**src/rtl/contexto_pkg.sv**
```systemverilog
// Shared definitions for the context-switch sequencer: default sizing,
// FSM state encoding and the partition base-address helper.
package contexto_pkg;

    localparam int PROG_WIDTH   = 3;
    localparam int NUM_PROGRAMS = 8;
    localparam int BASE_STRIDE  = 1000;

    typedef enum logic [2:0] {
        IDLE,
        SALVA,
        CARREGA,
        LEITURA,
        PRONTO
    } estado_t;

    // Absolute base address of program p's partition. Callers truncate the
    // 64-bit product to their own data width.
    function automatic logic [63:0] base_programa(
        input logic [31:0] p,
        input logic [31:0] stride = 32'(BASE_STRIDE)
    );
        return 64'(p) * 64'(stride);
    endfunction

endpackage

```
**src/rtl/mascara_iniciados.sv**
```systemverilog
// Started-program mask: one bit per program telling whether that program
// has ever been switched away from, meaning the RAM save slot holds a valid PC.
// Program 0 runs out of reset, so its bit starts set.
module mascara_iniciados #(
    parameter int NUM_PROGRAMS = contexto_pkg::NUM_PROGRAMS,
    parameter int PROG_WIDTH   = contexto_pkg::PROG_WIDTH
) (
    input  logic                  clock,
    input  logic                  reset_n,
    input  logic                  marca_en,
    input  logic [PROG_WIDTH-1:0] marca_idx,
    input  logic [PROG_WIDTH-1:0] consulta_idx,
    output logic                  consulta_iniciado
);

    logic [NUM_PROGRAMS-1:0] iniciados;

    // Bits are only ever set; reset is the only way to clear them.
    always_ff @(posedge clock or negedge reset_n) begin
        if (!reset_n) begin
            iniciados <= NUM_PROGRAMS'(1);
        end else if (marca_en) begin
            for (int i = 0; i < NUM_PROGRAMS; i++) begin
                if (marca_idx == PROG_WIDTH'(i)) begin
                    iniciados[i] <= 1'b1;
                end
            end
        end
    end

    // Query port; indices outside the mask read as "not started".
    always_comb begin
        // NOTE: default assignment first so no path leaves the output unassigned (no latch).
        consulta_iniciado = 1'b0;
        for (int i = 0; i < NUM_PROGRAMS; i++) begin
            if (consulta_idx == PROG_WIDTH'(i)) begin
                consulta_iniciado = iniciados[i];
            end
        end
    end

endmodule

```
**src/rtl/troca_contexto.sv**
```systemverilog
// Context-switch sequencer between the control unit and the data RAM.
// Saves the running PC, moves the partition select to the destination
// program, then restores that program's PC (or its partition base on first
// entry) and hands the control unit an absolute resume PC.
module troca_contexto #(
    parameter int DATA_WIDTH   = 32,
    parameter int PROG_WIDTH   = contexto_pkg::PROG_WIDTH,
    parameter int NUM_PROGRAMS = contexto_pkg::NUM_PROGRAMS,
    parameter int BASE_STRIDE  = contexto_pkg::BASE_STRIDE
) (
    input  logic                  clock,
    input  logic                  reset_n,
    input  logic                  troca_req,
    input  logic [PROG_WIDTH-1:0] prog_destino,
    input  logic [DATA_WIDTH-1:0] pc_atual,
    input  logic [DATA_WIDTH-1:0] ram_q,
    output logic                  ram_spc,
    output logic                  ram_lpc,
    output logic [DATA_WIDTH-1:0] ram_endereco_spc,
    output logic [PROG_WIDTH-1:0] programa,
    output logic [DATA_WIDTH-1:0] pc_novo,
    output logic                  pc_valido,
    output logic                  ocupado,
    output logic                  erro_prog
);

    import contexto_pkg::*;

    estado_t               estado;
    logic [PROG_WIDTH-1:0] destino;
    logic                  destino_iniciado;
    logic                  destino_ok;

    // Partition base for program p, truncated to the data width.
    function automatic logic [DATA_WIDTH-1:0] base_de(input logic [PROG_WIDTH-1:0] p);
        return DATA_WIDTH'(base_programa(32'(p), 32'(BASE_STRIDE)));
    endfunction

    assign destino_ok = 32'(prog_destino) < 32'(NUM_PROGRAMS);

    // The old program is marked started on the save cycle, while programa
    // still holds its number; the destination is queried in the same cycle.
    mascara_iniciados #(
        .NUM_PROGRAMS (NUM_PROGRAMS),
        .PROG_WIDTH   (PROG_WIDTH)
    ) u_mascara (
        .clock             (clock),
        .reset_n           (reset_n),
        .marca_en          (estado == SALVA),
        .marca_idx         (programa),
        .consulta_idx      (destino),
        .consulta_iniciado (destino_iniciado)
    );

    // Sequencer FSM with registered strobes, pulses and datapath latches.
    always_ff @(posedge clock or negedge reset_n) begin
        if (!reset_n) begin
            estado           <= IDLE;
            destino          <= '0;
            ram_endereco_spc <= '0;
            programa         <= '0;
            pc_novo          <= '0;
            ram_spc          <= 1'b0;
            ram_lpc          <= 1'b0;
            pc_valido        <= 1'b0;
            erro_prog        <= 1'b0;
            ocupado          <= 1'b0;
        end else begin
            // NOTE: non-blocking defaults make every strobe a one-cycle pulse unless a state re-asserts it.
            ram_spc   <= 1'b0;
            ram_lpc   <= 1'b0;
            pc_valido <= 1'b0;
            erro_prog <= 1'b0;
            unique case (estado)
                IDLE: begin
                    ocupado <= 1'b0;
                    if (troca_req) begin
                        destino          <= prog_destino;
                        ram_endereco_spc <= pc_atual;
                        if (!destino_ok) begin
                            erro_prog <= 1'b1;
                        end else if (prog_destino == programa) begin
                            pc_novo   <= pc_atual;
                            pc_valido <= 1'b1;
                        end else begin
                            ram_spc <= 1'b1;
                            ocupado <= 1'b1;
                            estado  <= SALVA;
                        end
                    end
                end
                SALVA: begin
                    programa <= destino;
                    if (!destino_iniciado) begin
                        // First entry: nothing saved yet, resume at the partition base.
                        pc_novo   <= base_de(destino);
                        pc_valido <= 1'b1;
                        estado    <= PRONTO;
                    end else begin
                        ram_lpc <= 1'b1;
                        estado  <= CARREGA;
                    end
                end
                CARREGA: begin
                    estado <= LEITURA;
                end
                LEITURA: begin
                    pc_novo   <= ram_q + base_de(programa);
                    pc_valido <= 1'b1;
                    estado    <= PRONTO;
                end
                PRONTO: begin
                    ocupado <= 1'b0;
                    estado  <= IDLE;
                end
                default: begin
                    ocupado <= 1'b0;
                    estado  <= IDLE;
                end
            endcase
        end
    end

endmodule

```
**config.mk**
```make
export PLATFORM = sky130hd
export DESIGN_NAME = troca_contexto
export DESIGN_NICKNAME = d
export VERILOG_FILES = /design/src/rtl/contexto_pkg.sv /design/src/rtl/mascara_iniciados.sv /design/src/rtl/troca_contexto.sv
export SDC_FILE = /design/constraint.sdc
export NUM_CORES = 1
export LEC_CHECK = 0
export CORE_ASPECT_RATIO = 0.75
export CORE_MARGIN = 2
export CORE_UTILIZATION = 40
export CTS_BUF_LIST = sky130_fd_sc_hd__clkbuf_4 sky130_fd_sc_hd__clkbuf_8
export DETAILED_ROUTE_END_ITERATION = 8
export GPL_TIMING_DRIVEN = 0
export HOLD_SLACK_MARGIN = 0.15
export PLACE_DENSITY = 0.69
export SYNTH_ARGS = -nofsm -noshare
export SYNTH_HDL_FRONTEND = slang
export SYNTH_SLANG_ARGS = --single-unit
export TNS_END_PERCENT = 10
```
**constraint.sdc**
```tcl
create_clock -name clock -period 4.57 [get_ports clock]
set_input_delay 0.6855 -clock clock [delete_from_list [all_inputs] [get_ports clock]]
set_output_delay 0.6855 -clock clock [all_outputs]
set_load 0.03 [all_outputs]
```
# After elaboration in Yosys (flattened, before gate mapping)
# Index checks and enable logic that the tools add are counted.
[word_totals]
ram_bits = 0
latchBits = 0
out_inout_bits = 72
inputBits = 70
rom_bits = 0
ff_bits = 84
elab_cells = 81
mem_count = 0
[classes]
multipliers = 2
shifts = 0
n_lt_le_gt_ge = 0
addsub = 1
n_eq_ne = 22
reduce_logical = 14
muxes = 26
n_div = 0
bitwise = 0
[ops]
columns = ["op", "count"]
rows = [
  ["two-way mux 32 bit", 3],
  ["case mux 32 bit (3 select lines)", 1],
  ["adder 32 x 13 -> 32 bit", 1],
  ["equality test 3 bit, second input constant", 8],
  ["multiplier 3 x 7 -> 10 bit, second input constant", 2],
  ["equality test 3 x 2 -> 1 bit, second input constant", 6],
  ["AND reduction 2 bit", 9],
  ["two-way mux 1 bit", 16],
  ["case mux 3 bit (4 select lines)", 1],
  ["equality test 3 x 1 -> 1 bit, second input constant", 3],
  ["two-way mux 3 bit", 3],
  ["!= test 2 bit, second input constant", 4],
  ["logical NOT 3 bit", 2],
  ["AND reduction 4 bit", 1],
  ["equality test 3 bit", 1],
  ["case mux 1 bit (3 select lines)", 1],
  ["nonzero test 3 bit", 1],
  ["OR reduction 3 bit", 1],
  ["case mux 1 bit (2 select lines)", 1],
]

# Logic depth before layout (Yosys ltp)
# Gate-level depths: netlist of the first run.
[logic_depth]
ltp_word = 11
mapped_depth = 15

# Cells and area by module
# From an unflattened synthesis of the first run, not the netlist that was laid out.
[unflattened]
hier_cells = 492
area_unflattened_um2 = 5053.6
[by_module_without_submodules]
columns = ["module", "instances", "cells_each", "area_per_inst_um2"]
rows = [
  ["troca_contexto", 1, 470, 4734.5],
  ["mascara_iniciados", 1, 22, 319.1],
]

# Worst setup path after synthesis of the first run
# Ideal clock, no wire load.
[synth_timing]
kind = "reg-to-reg"
from = "register programa[1]"
to = "register pc_novo[21]"
path_slack_ps = 770
stages_incl_launch_ff = 15
t_arrival_ps = 3718
path_cell_list = "dfrtp_1 -> inv_1 -> ha_1 -> ha_1 -> fa_1 -> inv_1 -> fa_1 -> inv_1 -> ha_1 -> and3_1 -> a221oi_4 -> o31a_4 -> and2_1 -> o21ai_0 -> a31oi_1"
[synth_between]
elab_chain_len = 3
word_cells_on_any_way = 6
classes_between = "1 x add/sub; 1 x mul; 2 x eq/ne; 1 x mux; 1 x reduce/logical"
[synth_rtl]
columns = ["element", "line_no", "rtl"]
rows = [
  ["from (decl)", "troca_contexto.sv:20", "output logic [PROG_WIDTH-1:0] programa,"],
  ["from (signal assigned)", "troca_contexto.sv:93", "programa <= destino;"],
  ["multiplier 3 x 7 -> 10 bit or equality test 3 bit (tied branches)", "contexto_pkg.sv:23, troca_contexto.sv:82", ""],
  ["adder 32 x 13 -> 32 bit or != test 2 bit (tied branches)", "-", ""],
  ["case mux 32 bit (3 select lines) or AND reduction 4 bit (tied branches)", "-", ""],
  ["to (signal assigned)", "troca_contexto.sv:83", "pc_novo <= pc_atual;"],
  ["to (signal assigned)", "troca_contexto.sv:96", "pc_novo <= base_de(destino);"],
  ["to (signal assigned)", "troca_contexto.sv:108", "pc_novo <= ram_q + base_de(programa);"],
  ["to (decl)", "troca_contexto.sv:21", "output logic [DATA_WIDTH-1:0] pc_novo,"],
]
# Parallel ways exist; a longest one is shown, timed or not.
# A chain may end at the register's enable or synchronous reset.

# Worst setup path after layout of the first run
# Same ends and word-level chain as after synthesis.

==> results of run 1 <==
==> sequential cells by signal, indices dropped and copies added (netlist names) <==
signal	cells
ram_spc	1
u_mascara.iniciados	7
pc_valido	1
pc_novo	32
estado	3
destino	3
ram_endereco_spc	32
ram_lpc	1
programa	3
ocupado	1
==> worst min-delay path by stage <==
| stage | startpoint | end | slack [ns] | cells past startpoint |
|---|---|---|---|---|
| CTS | u_mascara.iniciados[2] | u_mascara.iniciados[2] | 0.46 | 1 |
| finish | u_mascara.iniciados[2] | u_mascara.iniciados[2] | 0.46 | 1 |
| global route | u_mascara.iniciados[3] | u_mascara.iniciados[3] | 0.48 | 1 |
| detailed placement | u_mascara.iniciados[2] | u_mascara.iniciados[2] | 0.44 | 1 |
| floorplan | reset_n | destino[0] | 0.39 | 0 |
| global placement | u_mascara.iniciados[3] | u_mascara.iniciados[3] | 0.44 | 1 |
==> power groups by stage <==
stage                     Sequential (W)  Combinational (W)  Clock [W]
after global routing             0.00142            0.00466   0.000684
final                            0.00137            0.00430   0.000636
after CTS                        0.00137            0.00429   0.000641
after global placement           0.00136            0.00416          0
after detailed placement         0.00139            0.00428          0
after floorplan                  0.00192            0.00230          0
==> kinds of logic (layout without fill, tap and decap cells) <==
kind of cell,count (synthesis),in the layout,synth area share
other,1,1,0.0007369
adders and majority gates,41,41,0.1141
DFF,84,84,0.4131
and+or+nand+nor,124,124,0.1259
xor gates and xnor gates,25,25,0.04303
AOI/OAI and AO/OA,130,130,0.1788
muxes,41,41,0.08975
buffers and inverters,40,198,0.03467
==> timing repair <==
action                    CTS  global route
setup buffers               0             0
hold endpoints to repair    2             0
hold buffers                1             0
==> routing by layer <==
metal | track usage | vias up
met5 | 0 | -
met4 | 0.06235 | 0
met3 | 0.05606 | 20
met2 | 0.3473 | 160
met1 | 0.3505 | 2188
li1 | - | 2072
==> cell usage in the layout (no fill, tap or decap), types with 9 or more instances in the layout <==
| cell type | n |
|---|---|
| sky130_fd_sc_hd__xnor2_1 | 14 |
| sky130_fd_sc_hd__inv_1 | 19 |
| sky130_fd_sc_hd__a21oi_1 | 34 |
| sky130_fd_sc_hd__a22oi_1 | 9 |
| sky130_fd_sc_hd__clkbuf_8 | 9 |
| sky130_fd_sc_hd__o21ai_0 | 28 |
| sky130_fd_sc_hd__dfrtp_1 | 84 |
| sky130_fd_sc_hd__xor2_1 | 11 |
| sky130_fd_sc_hd__a21o_1 | 9 |
| sky130_fd_sc_hd__clkdlybuf4s50_1 | 139 |
| sky130_fd_sc_hd__nand2_1 | 29 |
| sky130_fd_sc_hd__ha_1 | 32 |
| sky130_fd_sc_hd__clkbuf_1 | 9 |
| sky130_fd_sc_hd__mux2_2 | 37 |
| sky130_fd_sc_hd__fa_1 | 9 |
| sky130_fd_sc_hd__nor2_1 | 36 |
==> through the flow <==
step	worst slack [ns]	power, W	cell area [µm²]	util	instances
finish	0.4915	0.006305	6963	0.5638	810
detailed placement	0.5093	0.005661	6723	0.5444	793
CTS	0.4774	0.006304	6963	0.5638	810
floorplan	0.7699	0.004223	5089	-	486
global route	0.1715	0.006761	6963	0.5638	810
global placement	-0.2395	0.005521	6698	0.5424	792
==> cell type report <==
class	count	area share
Tap cell	166	0.02983
Sequential cell	84	0.3019
Clock inverter	7	0.01527
Timing Repair Buffer	142	0.2063
Multi-Input combinational cell	362	0.4036
Clock buffer	9	0.01779
Buffer	20	0.01456
Inverter	20	0.01078
==> key figures, run 1 <==
Global routing
  – All-Layer GR Usage: 0.2365
  – Via count of the first global-routing pass: around 4400
  – Maximum number of pins on one net before global-route repair: 67
  – Initial antenna violation count: 0
  – Wire length of the first global-routing pass: 24490 µm
  – Leftover overflow at the end of global routing: 0

Critical path
  – Reg-to-reg startpoint: programa[1]
  – Data required, critical path: around 4.9 ns
  – Kind of critical path: reg2reg
  – Path depth of the worst reg2reg path: 14
  – Worst path bufs/invs: 3
  – Slowest stage delay, CP: slightly above 0.6 ns
  – CP Capture Type: register
  – Register-to-register setup slack: 0.49 ns
  – Reg-to-Reg End: pc_novo[21]
  – Chain of cells forming the critical path: inv_1 -> ha_1 -> ha_1 -> fa_1 -> inv_1 -> fa_1 -> inv_1 -> ha_1 -> and3_1 -> a221oi_4 -> o31a_4 -> and2_1 -> o21ai_0 -> a31oi_1
  – Element type at the critical path start: register
  – Maximum net fanout on the critical path: 9
  – Worst path arrival time: ~4.4 ns
  – Number of logic stages on the critical path including buffering: 14
  – Largest delay share family, worst path: adder cells
  – Source of the critical timing path: programa[1]
  – Last element of the critical path: pc_novo[21]
  – Standard cell with the maximum stage delay on the critical path: sky130_fd_sc_hd__dfrtp_1

Pwr
  – Internal power contribution: ~0.0032 W
  – Leak: roughly 2.9 nW
  – Part of the power in combinational logic: 0.682
  – VDD IR max: roughly 0.00065 V
  – Sw power: approximately 0.0031 W
  – Net switching share of the total power: 0.4942
  – Clk pwr share: 0.101
  – PD cells: ~910 nW/µm²
  – Sequential cell fraction of total power: 0.217

Detailed routing
  – Number of iterations in the first detailed-routing pass: 7
  – Number of remaining DRC errors: 0
  – Met2 routed wirelength: 6795 µm
  – Total met3 wirelength after detailed routing: 977 µm
  – Initial drt markers: ~380
  – Topmost layer with routed signal wires: met4
  – Vias: approximately 4400
  – Post-DR wirelength/cell: roughly 19 µm
  – Overall routed net length: approximately 16000 µm
  – Ratio of routed vias to standard cells: 5.481
  – Number of nets still failing antenna checks after routing: 0
  – Post-Route M1 WL: 7702 µm

Synth
  – Fraction of synthesized cell area taken by the top area cell type: 0.4131
  – Prevailing post-synth register cell: sky130_fd_sc_hd__dfrtp_1
  – Share of synthesized flip-flops with an asynchronous set or reset: 1.000
  – Post-synthesis net count: approximately 600
  – Share of synthesized area occupied by flip-flops and latches: 0.4131
  – EDFF count, synth: 0
  – Area leader, netlist: sky130_fd_sc_hd__dfrtp_1
  – Leading post-synthesis cells by instance count: sky130_fd_sc_hd__dfrtp_1 (84), sky130_fd_sc_hd__mux2_2 (37), sky130_fd_sc_hd__nor2_1 (36)
  – YS warnings: 0
  – Average cell area after synthesis: roughly 10 µm²
  – Mapped Cells: 486
  – Largest cells by area after synthesis: sky130_fd_sc_hd__dfrtp_1 (41%), sky130_fd_sc_hd__mux2_2 (8.2%), sky130_fd_sc_hd__ha_1 (7.9%)
  – Post-synth cell types: 63
  – Synthesis-stage register bit count: 84
  – Post-synth design cell area: approximately 5100 µm²
  – Most numerous cell in the Yosys netlist: sky130_fd_sc_hd__dfrtp_1

Timing
  – Fraction of the cycle the final worst path needs: 0.8925
  – Slew Limit Fails: 0
  – Period minus WS final: 4.079 ns
  – Final worst clock skew: 0.01400 ns
  – Final hold violation count: 0
  – Worst Hold Slack: around 0.46 ns
  – Total negative slack for setup checks: 0 ns
  – Setup repair after global routing missed its margin: false
  – Final setup viols: 0
  – Worst-case headroom to the max-slew limit: 0.5165
  – Worst slew pin tran: 0.7253 ns
  – Fmax: 245.2 MHz

Cells and area
  – Multi-input logic area: about 2800 µm²
  – Fraction of final layout cells with drive strength greater than 1: 0.1413
  – Seq. cell area: 2102 µm²
  – Area added between synthesis and finish: 36.83%
  – Final antenna diode count: 0
  – Number of fill cells: between 1000 and 1500
  – Final Net Count: 750

Floorplanning
  – Die H: just over 100 µm
  – Number of placement rows: 35
  – Initial cell density of the core: 0.4121
  – Std-Cell Core Area: 12350 µm²
  – Overall die width: around 130 µm
  – Number of I/O pins: around 140
  – Die area: between 10000 and 15000 µm²

Clocking
  – Post-CTS resize count: 0
  – Sink Count: 84
  – Clock-pin slew reported for the worst setup and hold paths after clock tree synthesis: approximately 0.090 ns
  – Clk root buf: sky130_fd_sc_hd__clkbuf_8
  – CTS tree: built
  – H-tree levels: 3
  – Clock latency on the worst-skew pair: between 0.3 and 0.4 ns
  – TritonCTS Buffers: 9
  – Worst-case clock buffer depth: 2

Hold path
  – Kind of path behind the tightest hold check: reg2reg

Placement
  – Count of buffers from port buffering: between 100 and 150
  – Final weighted congestion in routability-driven placement: between 0.8 and 0.9
  – Sum of net half-perimeters after detailed placement: 12090 µm

Outcome
  – Run status: finished clean

Run
  – Max_cap viols: 0
Note: power is estimated with default switching activity, not from simulation.
==> run 2, diff against run 1 <==
--- a/config.mk
+++ b/config.mk
@@ -5,14 +5,16 @@
 export SDC_FILE = /design/constraint.sdc
 export NUM_CORES = 1
 export LEC_CHECK = 0
+export ABC_AREA = 1
 export CORE_ASPECT_RATIO = 0.75
 export CORE_MARGIN = 2
-export CORE_UTILIZATION = 40
+export CORE_UTILIZATION = 45
 export CTS_BUF_LIST = sky130_fd_sc_hd__clkbuf_4 sky130_fd_sc_hd__clkbuf_8
 export DETAILED_ROUTE_END_ITERATION = 8
 export GPL_TIMING_DRIVEN = 0
 export HOLD_SLACK_MARGIN = 0.15
-export PLACE_DENSITY = 0.69
+export PLACE_DENSITY = 0.74
+export SKIP_LAST_GASP = 1
 export SYNTH_ARGS = -nofsm -noshare
 export SYNTH_HDL_FRONTEND = slang
 export SYNTH_SLANG_ARGS = --single-unit
==> key figures, run 2 <==
Global routing
  – All-Layer GR Usage: 0.2521 (+0.01565)
  – Leftover overflow at the end of global routing: 0 (unchanged)
  – Wire length of the first global-routing pass: 26300 µm (+7.4%)
  – Via count of the first global-routing pass: 5111 (+17%)
  – Initial antenna violation count: 0 (unchanged)
  – Maximum number of pins on one net before global-route repair: 67 (unchanged)

Pwr
  – PD cells: 898.3 nW/µm² (-0.79%)
  – Leak: 3.678 nW (+27%)
  – VDD IR max: 0.0005330 V (-18%)

Detailed routing
  – Overall routed net length: 16050 µm (+2.3%)
  – Number of iterations in the first detailed-routing pass: 5 (-2)
  – Number of nets still failing antenna checks after routing: 0 (unchanged)
  – Initial drt markers: 374 (-1.1%)
  – Post-DR wirelength/cell: 14.99 µm (-23%)
  – Number of remaining DRC errors: 0 (unchanged)
  – Vias: 5384 (+21%)
  – Ratio of routed vias to standard cells: 5.027 (-8.3%)

Synth
  – Post-synthesis net count: 859 (+44%)
  – Synthesis-stage register bit count: 84 (unchanged)
  – Most numerous cell in the Yosys netlist: sky130_fd_sc_hd__nand2_1
  – Mapped Cells: 748 (+54%)
  – Fraction of synthesized cell area taken by the top area cell type: 0.3766 (-0.03648)
  – YS warnings: 0 (unchanged)
  – Prevailing post-synth register cell: sky130_fd_sc_hd__dfrtp_1
  – Share of synthesized area occupied by flip-flops and latches: 0.3766 (-0.03648)
  – Area leader, netlist: sky130_fd_sc_hd__dfrtp_1
  – Post-synth design cell area: 5582 µm² (+9.7%)
  – Post-synth cell types: 38 (-40%)
  – Average cell area after synthesis: 7.462 µm² (-29%)
  – Largest cells by area after synthesis: sky130_fd_sc_hd__dfrtp_1 (38%), sky130_fd_sc_hd__nand2_1 (18%), sky130_fd_sc_hd__ha_1 (7.2%)
  – EDFF count, synth: 0 (unchanged)
  – Leading post-synthesis cells by instance count: sky130_fd_sc_hd__nand2_1 (275), sky130_fd_sc_hd__inv_1 (87), sky130_fd_sc_hd__dfrtp_1 (84)
  – Share of synthesized flip-flops with an asynchronous set or reset: 1.000 (unchanged)

Critical path
  – Element type at the critical path start: register
  – CP dominant cell by count: sky130_fd_sc_hd__nand2_1
  – Worst path bufs/invs: 2 (-1)
  – Worst path arrival time: 4.31 ns (-0.08 ns)
  – Largest delay share family, worst path: adder cells
  – Kind of critical path: reg2reg
  – Slowest stage delay, CP: 0.62 ns (about the same)
  – Maximum net fanout on the critical path: 9 (unchanged)
  – Standard cell with the maximum stage delay on the critical path: sky130_fd_sc_hd__dfrtp_1
  – CP Capture Type: register
  – Chain of cells forming the critical path: inv_1 -> ha_1 -> ha_1 -> fa_1 -> or2_2 -> a21oi_1 -> o21bai_1 -> ha_1 -> nand2_1 -> inv_1 -> a21boi_0 -> nand3_1 -> o21ai_0 -> nand2_1 -> nand2_1 -> nand2_1
  – Data required, critical path: 4.85 ns (-0.03 ns)

Hold path
  – Kind of path behind the tightest hold check: in2async

Timing
  – Final worst clock skew: 0.008476 ns (-0.005528 ns)
  – Final hold violation count: 0 (unchanged)
  – Slew Limit Fails: 0 (unchanged)
  – Worst slew pin tran: 0.5921 ns (-0.1332 ns)
  – Fraction of the cycle the final worst path needs: 0.8810 (-0.01149)
  – Worst Hold Slack: 0.1700 ns (-0.2913 ns)
  – Setup repair after global routing missed its margin: false
  – Worst-case headroom to the max-slew limit: 0.6053 (+0.08879)
  – Final setup viols: 0 (unchanged)
  – Period minus WS final: 4.026 ns (-0.05252 ns)
  – Fmax: 248.4 MHz (+1.3%)

Clocking
  – Clk root buf: sky130_fd_sc_hd__clkbuf_8
  – Post-CTS resize count: 0 (unchanged)
  – H-tree levels: 3 (unchanged)
  – Buffers inserted during post-CTS setup optimization: 0 (unchanged)
  – Worst-case clock buffer depth: 2 (unchanged)
  – Cts-stage hold buffer count: 0 (-1)
  – Clock latency on the worst-skew pair: 0.38 ns (about the same)
  – TritonCTS Buffers: 9 (unchanged)
  – Sink Count: 84 (unchanged)
  – CTS tree: built
  – Clock-pin slew reported for the worst setup and hold paths after clock tree synthesis: 0.09 ns (about the same)

Cells and area
  – Most common library cell in the layout ignoring fill and taps: sky130_fd_sc_hd__nand2_1
  – Final antenna diode count: 0 (unchanged)
  – Final Net Count: 1011 (+35%)
  – Number of fill cells: 1163 (+8.9%)
  – Seq. cell area: 2102 µm² (unchanged)
  – Fraction of the core area covered by cells at the end of the flow: 0.6095 (+0.04562)
  – Area added between synthesis and finish: 32.93%
  – Fraction of final layout cells with drive strength greater than 1: 0.08177 (-0.05954)
  – Multi-input logic area: 3027 µm² (+7.7%)
  – Commonest non-fill, non-tap cells in the layout: sky130_fd_sc_hd__nand2_1 (275), sky130_fd_sc_hd__clkdlybuf4s50_1 (139), sky130_fd_sc_hd__inv_1 (87)
  – Biggest regs: pc_novo (32), ram_endereco_spc (32), u_mascara.iniciados (7)

Floorplanning
  – Number of I/O pins: 142 (unchanged)
  – Initial cell density of the core: 0.4585 (+0.04642)
  – Die area: 13320 µm² (-2.4%)
  – Std-Cell Core Area: 12170 µm² (-1.4%)
  – Die H: 100.5 µm (-1.2%)
  – Number of placement rows: 35 (unchanged)
  – Overall die width: 132.6 µm (-1.2%)

Outcome
  – Run status: finished clean

Placement
  – Count of buffers from port buffering: 140 (unchanged)
  – Sum of net half-perimeters after detailed placement: 12520 µm (+3.6%)
  – Final weighted congestion in routability-driven placement: 0.9546 (+12%)

Run
  – Max_cap viols: 0 (unchanged)
[run 2: logic make-up (layout without fill, tap and decap cells)]
group | Yosys count | count (layout) | synth area share
XOR/XNOR | 7 | 7 | 0.01098
AND/OR/NAND/NOR | 409 | 409 | 0.3069
AO/OA/AOI/OAI | 74 | 74 | 0.07330
buffers and inverters | 109 | 266 | 0.08115
flip-flops | 84 | 84 | 0.3766
other | 1 | 1 | 0.0006718
multiplexers | 23 | 23 | 0.04640
adder cells (fa/ha/maj) | 41 | 41 | 0.1040
[run 2: layer usage]
metal,GRT usage,up-vias,part of all wire
met5,0,-,0
met4,0.07527,0,0.017
met3,0.05380,20,0.078
met2,0.3639,204,0.41
met1,0.3795,2474,0.50
li1,-,2686,-
[run 2: path summary, 6_finish.rpt]
kind | to | from | cells after the start | slack (ns)
worst max register to register | pc_novo[14] | programa[1] | 16 | 0.54
worst max-delay path | pc_novo[14] | programa[1] | 16 | 0.54
worst min register to register | u_mascara.iniciados[6] | u_mascara.iniciados[6] | 2 | 0.46
worst min-delay path | ram_endereco_spc[15] | reset_n | 1 | 0.17
min in group clock | u_mascara.iniciados[6] | u_mascara.iniciados[6] | 2 | 0.46
max in group asynchronous | programa[1] | reset_n | 2 | 3.80
[run 2: where the power goes]
part	leakage, nW	internal (W)	switching [W]
sequential	1.02	0.00110	0.000253
clock	0.100	0.000264	0.000304
combinational	2.56	0.00178	0.00296
total	3.68	0.00315	0.00352
[run 2: layout make-up]
| class | instances | area share |
|---|---|---|
| plain buffers | 18 | 0.01433 |
| clock buffers | 10 | 0.01771 |
| clock inverters | 6 | 0.009781 |
| well taps | 166 | 0.02799 |
| multi-input cells | 555 | 0.4079 |
| flip-flops and latches | 84 | 0.2833 |
| repair buffers | 141 | 0.1922 |
| inverters | 91 | 0.04671 |
[run 2: metrics by stage]
step	instances	setup WS (ns)	total power, W	instance area, µm²	setup TNS (ns)
CTS	1071	0.5242	0.006653	7420	0
global placement	1054	-0.2280	0.005983	7191	-18.50
detailed placement	1055	0.5677	0.006059	7216	0
floorplan	748	0.9901	0.004592	5582	0
global route	1071	0.2157	0.007347	7420	0
finish	1071	0.5440	0.006665	7420	0
==> run 3, diff against run 2 <==
--- a/config.mk
+++ b/config.mk
@@ -13,8 +13,7 @@
 export DETAILED_ROUTE_END_ITERATION = 8
 export GPL_TIMING_DRIVEN = 0
 export HOLD_SLACK_MARGIN = 0.15
-export PLACE_DENSITY = 0.74
-export SKIP_LAST_GASP = 1
+export PLACE_DENSITY_LB_ADDON = 0.2
 export SYNTH_ARGS = -nofsm -noshare
 export SYNTH_HDL_FRONTEND = slang
 export SYNTH_SLANG_ARGS = --single-unit
==> key figures, run 3 (synthesis results as in run 2) <==
Placement
  – Sum of net half-perimeters after detailed placement: 12650 µm (+1.0%)
  – Cell count after placement: 1055 (unchanged)
  – Worst-case setup slack after placement: 0.5799 ns (+0.01220 ns)
  – Count of buffers from port buffering: 140 (unchanged)
  – Final weighted congestion in routability-driven placement: 0.9492 (-0.57%)

Hold path
  – Kind of path behind the tightest hold check: in2async

Critical path
  – CP Capture Type: register
  – Element type at the critical path start: register
  – Data required, critical path: 4.85 ns (about the same)
  – Kind of critical path: reg2reg
  – Maximum net fanout on the critical path: 9 (unchanged)
  – Worst path arrival time: 4.28 ns (-0.03 ns)

Cells and area
  – Most common library cell in the layout ignoring fill and taps: sky130_fd_sc_hd__nand2_1
  – Area added between synthesis and finish: 32.82% (about the same)
  – Multi-input logic area: 3027 µm² (unchanged)
  – Fraction of final layout cells with drive strength greater than 1: 0.08075 (-0.001016)
  – Filler-free cell count of the finished design: 1070 (-0.093%)
  – Number of fill cells: 1146 (-1.5%)
  – Final Net Count: 1011 (unchanged)
  – Biggest regs: pc_novo (32), ram_endereco_spc (32), u_mascara.iniciados (7)
  – Commonest non-fill, non-tap cells in the layout: sky130_fd_sc_hd__nand2_1 (275), sky130_fd_sc_hd__clkdlybuf4s50_1 (139), sky130_fd_sc_hd__inv_1 (87)
  – Seq. cell area: 2102 µm² (unchanged)
  – Final antenna diode count: 0 (unchanged)

Clocking
  – Cts-stage hold buffer count: 0 (unchanged)
  – Post-CTS resize count: 0 (unchanged)
  – Buffers inserted during post-CTS setup optimization: 0 (unchanged)
  – Worst-case clock buffer depth: 2 (unchanged)
  – H-tree levels: 3 (unchanged)
  – CTS tree: built
  – TritonCTS Buffers: 9 (unchanged)
  – Sink Count: 84 (unchanged)
  – Clock-pin slew reported for the worst setup and hold paths after clock tree synthesis: 0.09 ns (about the same)
  – Clk root buf: sky130_fd_sc_hd__clkbuf_8
  – Clock latency on the worst-skew pair: 0.38 ns (about the same)

Global routing
  – Initial antenna violation count: 0 (unchanged)
  – Maximum number of pins on one net before global-route repair: 64 (-4.5%)
  – All-Layer GR Usage: 0.2495 (-0.002669)
  – Via count of the first global-routing pass: 5113 (+0.039%)
  – Leftover overflow at the end of global routing: 0 (unchanged)
  – Wire length of the first global-routing pass: 25850 µm (-1.7%)

Timing
  – Total negative slack for setup checks: 0 ns (unchanged)
  – Setup repair after global routing missed its margin: false
  – Worst slew pin tran: 0.5994 ns (+0.007256 ns)
  – Final worst clock skew: 0.007913 ns (-0.0005632 ns)
  – Worst-case headroom to the max-slew limit: 0.6004 (-0.004838)
  – Worst Hold Slack: 0.2035 ns (+0.03358 ns)
  – Final hold violation count: 0 (unchanged)
  – Fraction of the cycle the final worst path needs: 0.8766 (-0.004379)
  – Fmax: 249.6 MHz (+0.50%)
  – Final worst setup slack: 0.5640 ns (+0.02001 ns)
  – Slew Limit Fails: 0 (unchanged)
  – Period minus WS final: 4.006 ns (-0.02001 ns)
  – Final setup viols: 0 (unchanged)

Detailed routing
  – Vias: 5395 (+0.20%)
  – Ratio of routed vias to standard cells: 5.042 (+0.30%)
  – Overall routed net length: 16080 µm (+0.18%)
  – Number of nets still failing antenna checks after routing: 0 (unchanged)
  – Post-DR wirelength/cell: 15.03 µm (+0.27%)
  – Number of iterations in the first detailed-routing pass: 5 (unchanged)
  – Initial drt markers: 468 (+25%)
  – Number of remaining DRC errors: 0 (unchanged)

Floorplanning
  – Std-Cell Core Area: 12170 µm² (unchanged)
  – Die H: 100.5 µm (unchanged)
  – Number of I/O pins: 142 (unchanged)
  – Initial cell density of the core: 0.4585 (unchanged)
  – Die area: 13320 µm² (unchanged)
  – Number of placement rows: 35 (unchanged)
  – Overall die width: 132.6 µm (unchanged)

Run
  – Max_cap viols: 0 (unchanged)

Outcome
  – Run status: finished clean

Pwr
  – Total power after layout: 0.006656 W (-0.13%)
  – VDD IR max: 0.0005144 V (-3.5%)
  – Leak: 3.672 nW (-0.18%)
  – PD cells: 897.9 nW/µm² (about the same)
[run 3: changes by cell type in the layout (fill, tap and decap cells not counted)]
cell | before | now
sky130_fd_sc_hd__clkinvlp_4 | 1 | 2
sky130_fd_sc_hd__clkinv_4 | 3 | 1
sky130_fd_sc_hd__clkbuf_4 | 1 | 0
sky130_fd_sc_hd__inv_8 | 0 | 1
[run 3: metal layers]
metal / vias up / global-route usage / routed length [µm]
met2: 209 / 0.3567 / 6438
met1: 2488 / 0.3836 / 8215
met3: 17 / 0.04575 / 1205
met5: - / 0 / 0
met4: 0 / 0.07279 / 218
li1: 2681 / - / -
[run 3: cell type report]
type	instances	area share
plain buffers	18	0.01435
clock buffers	9	0.01671
clock inverters	6	0.009958
inverters	91	0.04675
multi-input cells	555	0.4083
flip-flops and latches	84	0.2835
well taps	166	0.02802
repair buffers	141	0.1924
[run 3: critical path: stages (launching register included)]
cell,delay (ns)
sky130_fd_sc_hd__dfrtp_1,0.63
sky130_fd_sc_hd__inv_1,0.22
sky130_fd_sc_hd__ha_1,0.32
sky130_fd_sc_hd__ha_1,0.23
sky130_fd_sc_hd__fa_1,0.38
sky130_fd_sc_hd__or2_2,0.30
sky130_fd_sc_hd__a21oi_1,0.14
sky130_fd_sc_hd__o21bai_1,0.09
sky130_fd_sc_hd__ha_1,0.37
sky130_fd_sc_hd__nand2_1,0.14
sky130_fd_sc_hd__inv_1,0.04
sky130_fd_sc_hd__a21boi_0,0.23
sky130_fd_sc_hd__nand3_1,0.31
sky130_fd_sc_hd__o21ai_0,0.32
sky130_fd_sc_hd__nand2_1,0.08
sky130_fd_sc_hd__nand2_1,0.06
sky130_fd_sc_hd__nand2_1,0.05
[run 3: final timing paths]
path,start,to,slack (ns),cells after the start
worst max-delay path,programa[1],pc_novo[14],0.56,16
worst min-delay path,reset_n,ram_endereco_spc[21],0.20,1
worst max register to register,programa[1],pc_novo[14],0.56,16
worst min register to register,u_mascara.iniciados[6],u_mascara.iniciados[6],0.45,2
max in group asynchronous,reset_n,ram_endereco_spc[16],3.77,2
min in group clock,u_mascara.iniciados[6],u_mascara.iniciados[6],0.45,2
[run 3: stage by stage]
stage	utilization	area (µm²)
2_1_floorplan	-	5582
3_3_place_gp	0.5906	7191
3_5_place_dp	0.5927	7216
4_1_cts	0.6089	7413
5_1_grt	0.6089	7413
6_report	0.6089	7413
[run 3: power breakdown]
group          switching, W  total, W  internal (W)
logic               0.00296   0.00474       0.00178
registers          0.000254   0.00136       0.00110
clock network      0.000300  0.000556      0.000256
total               0.00351   0.00666       0.00314
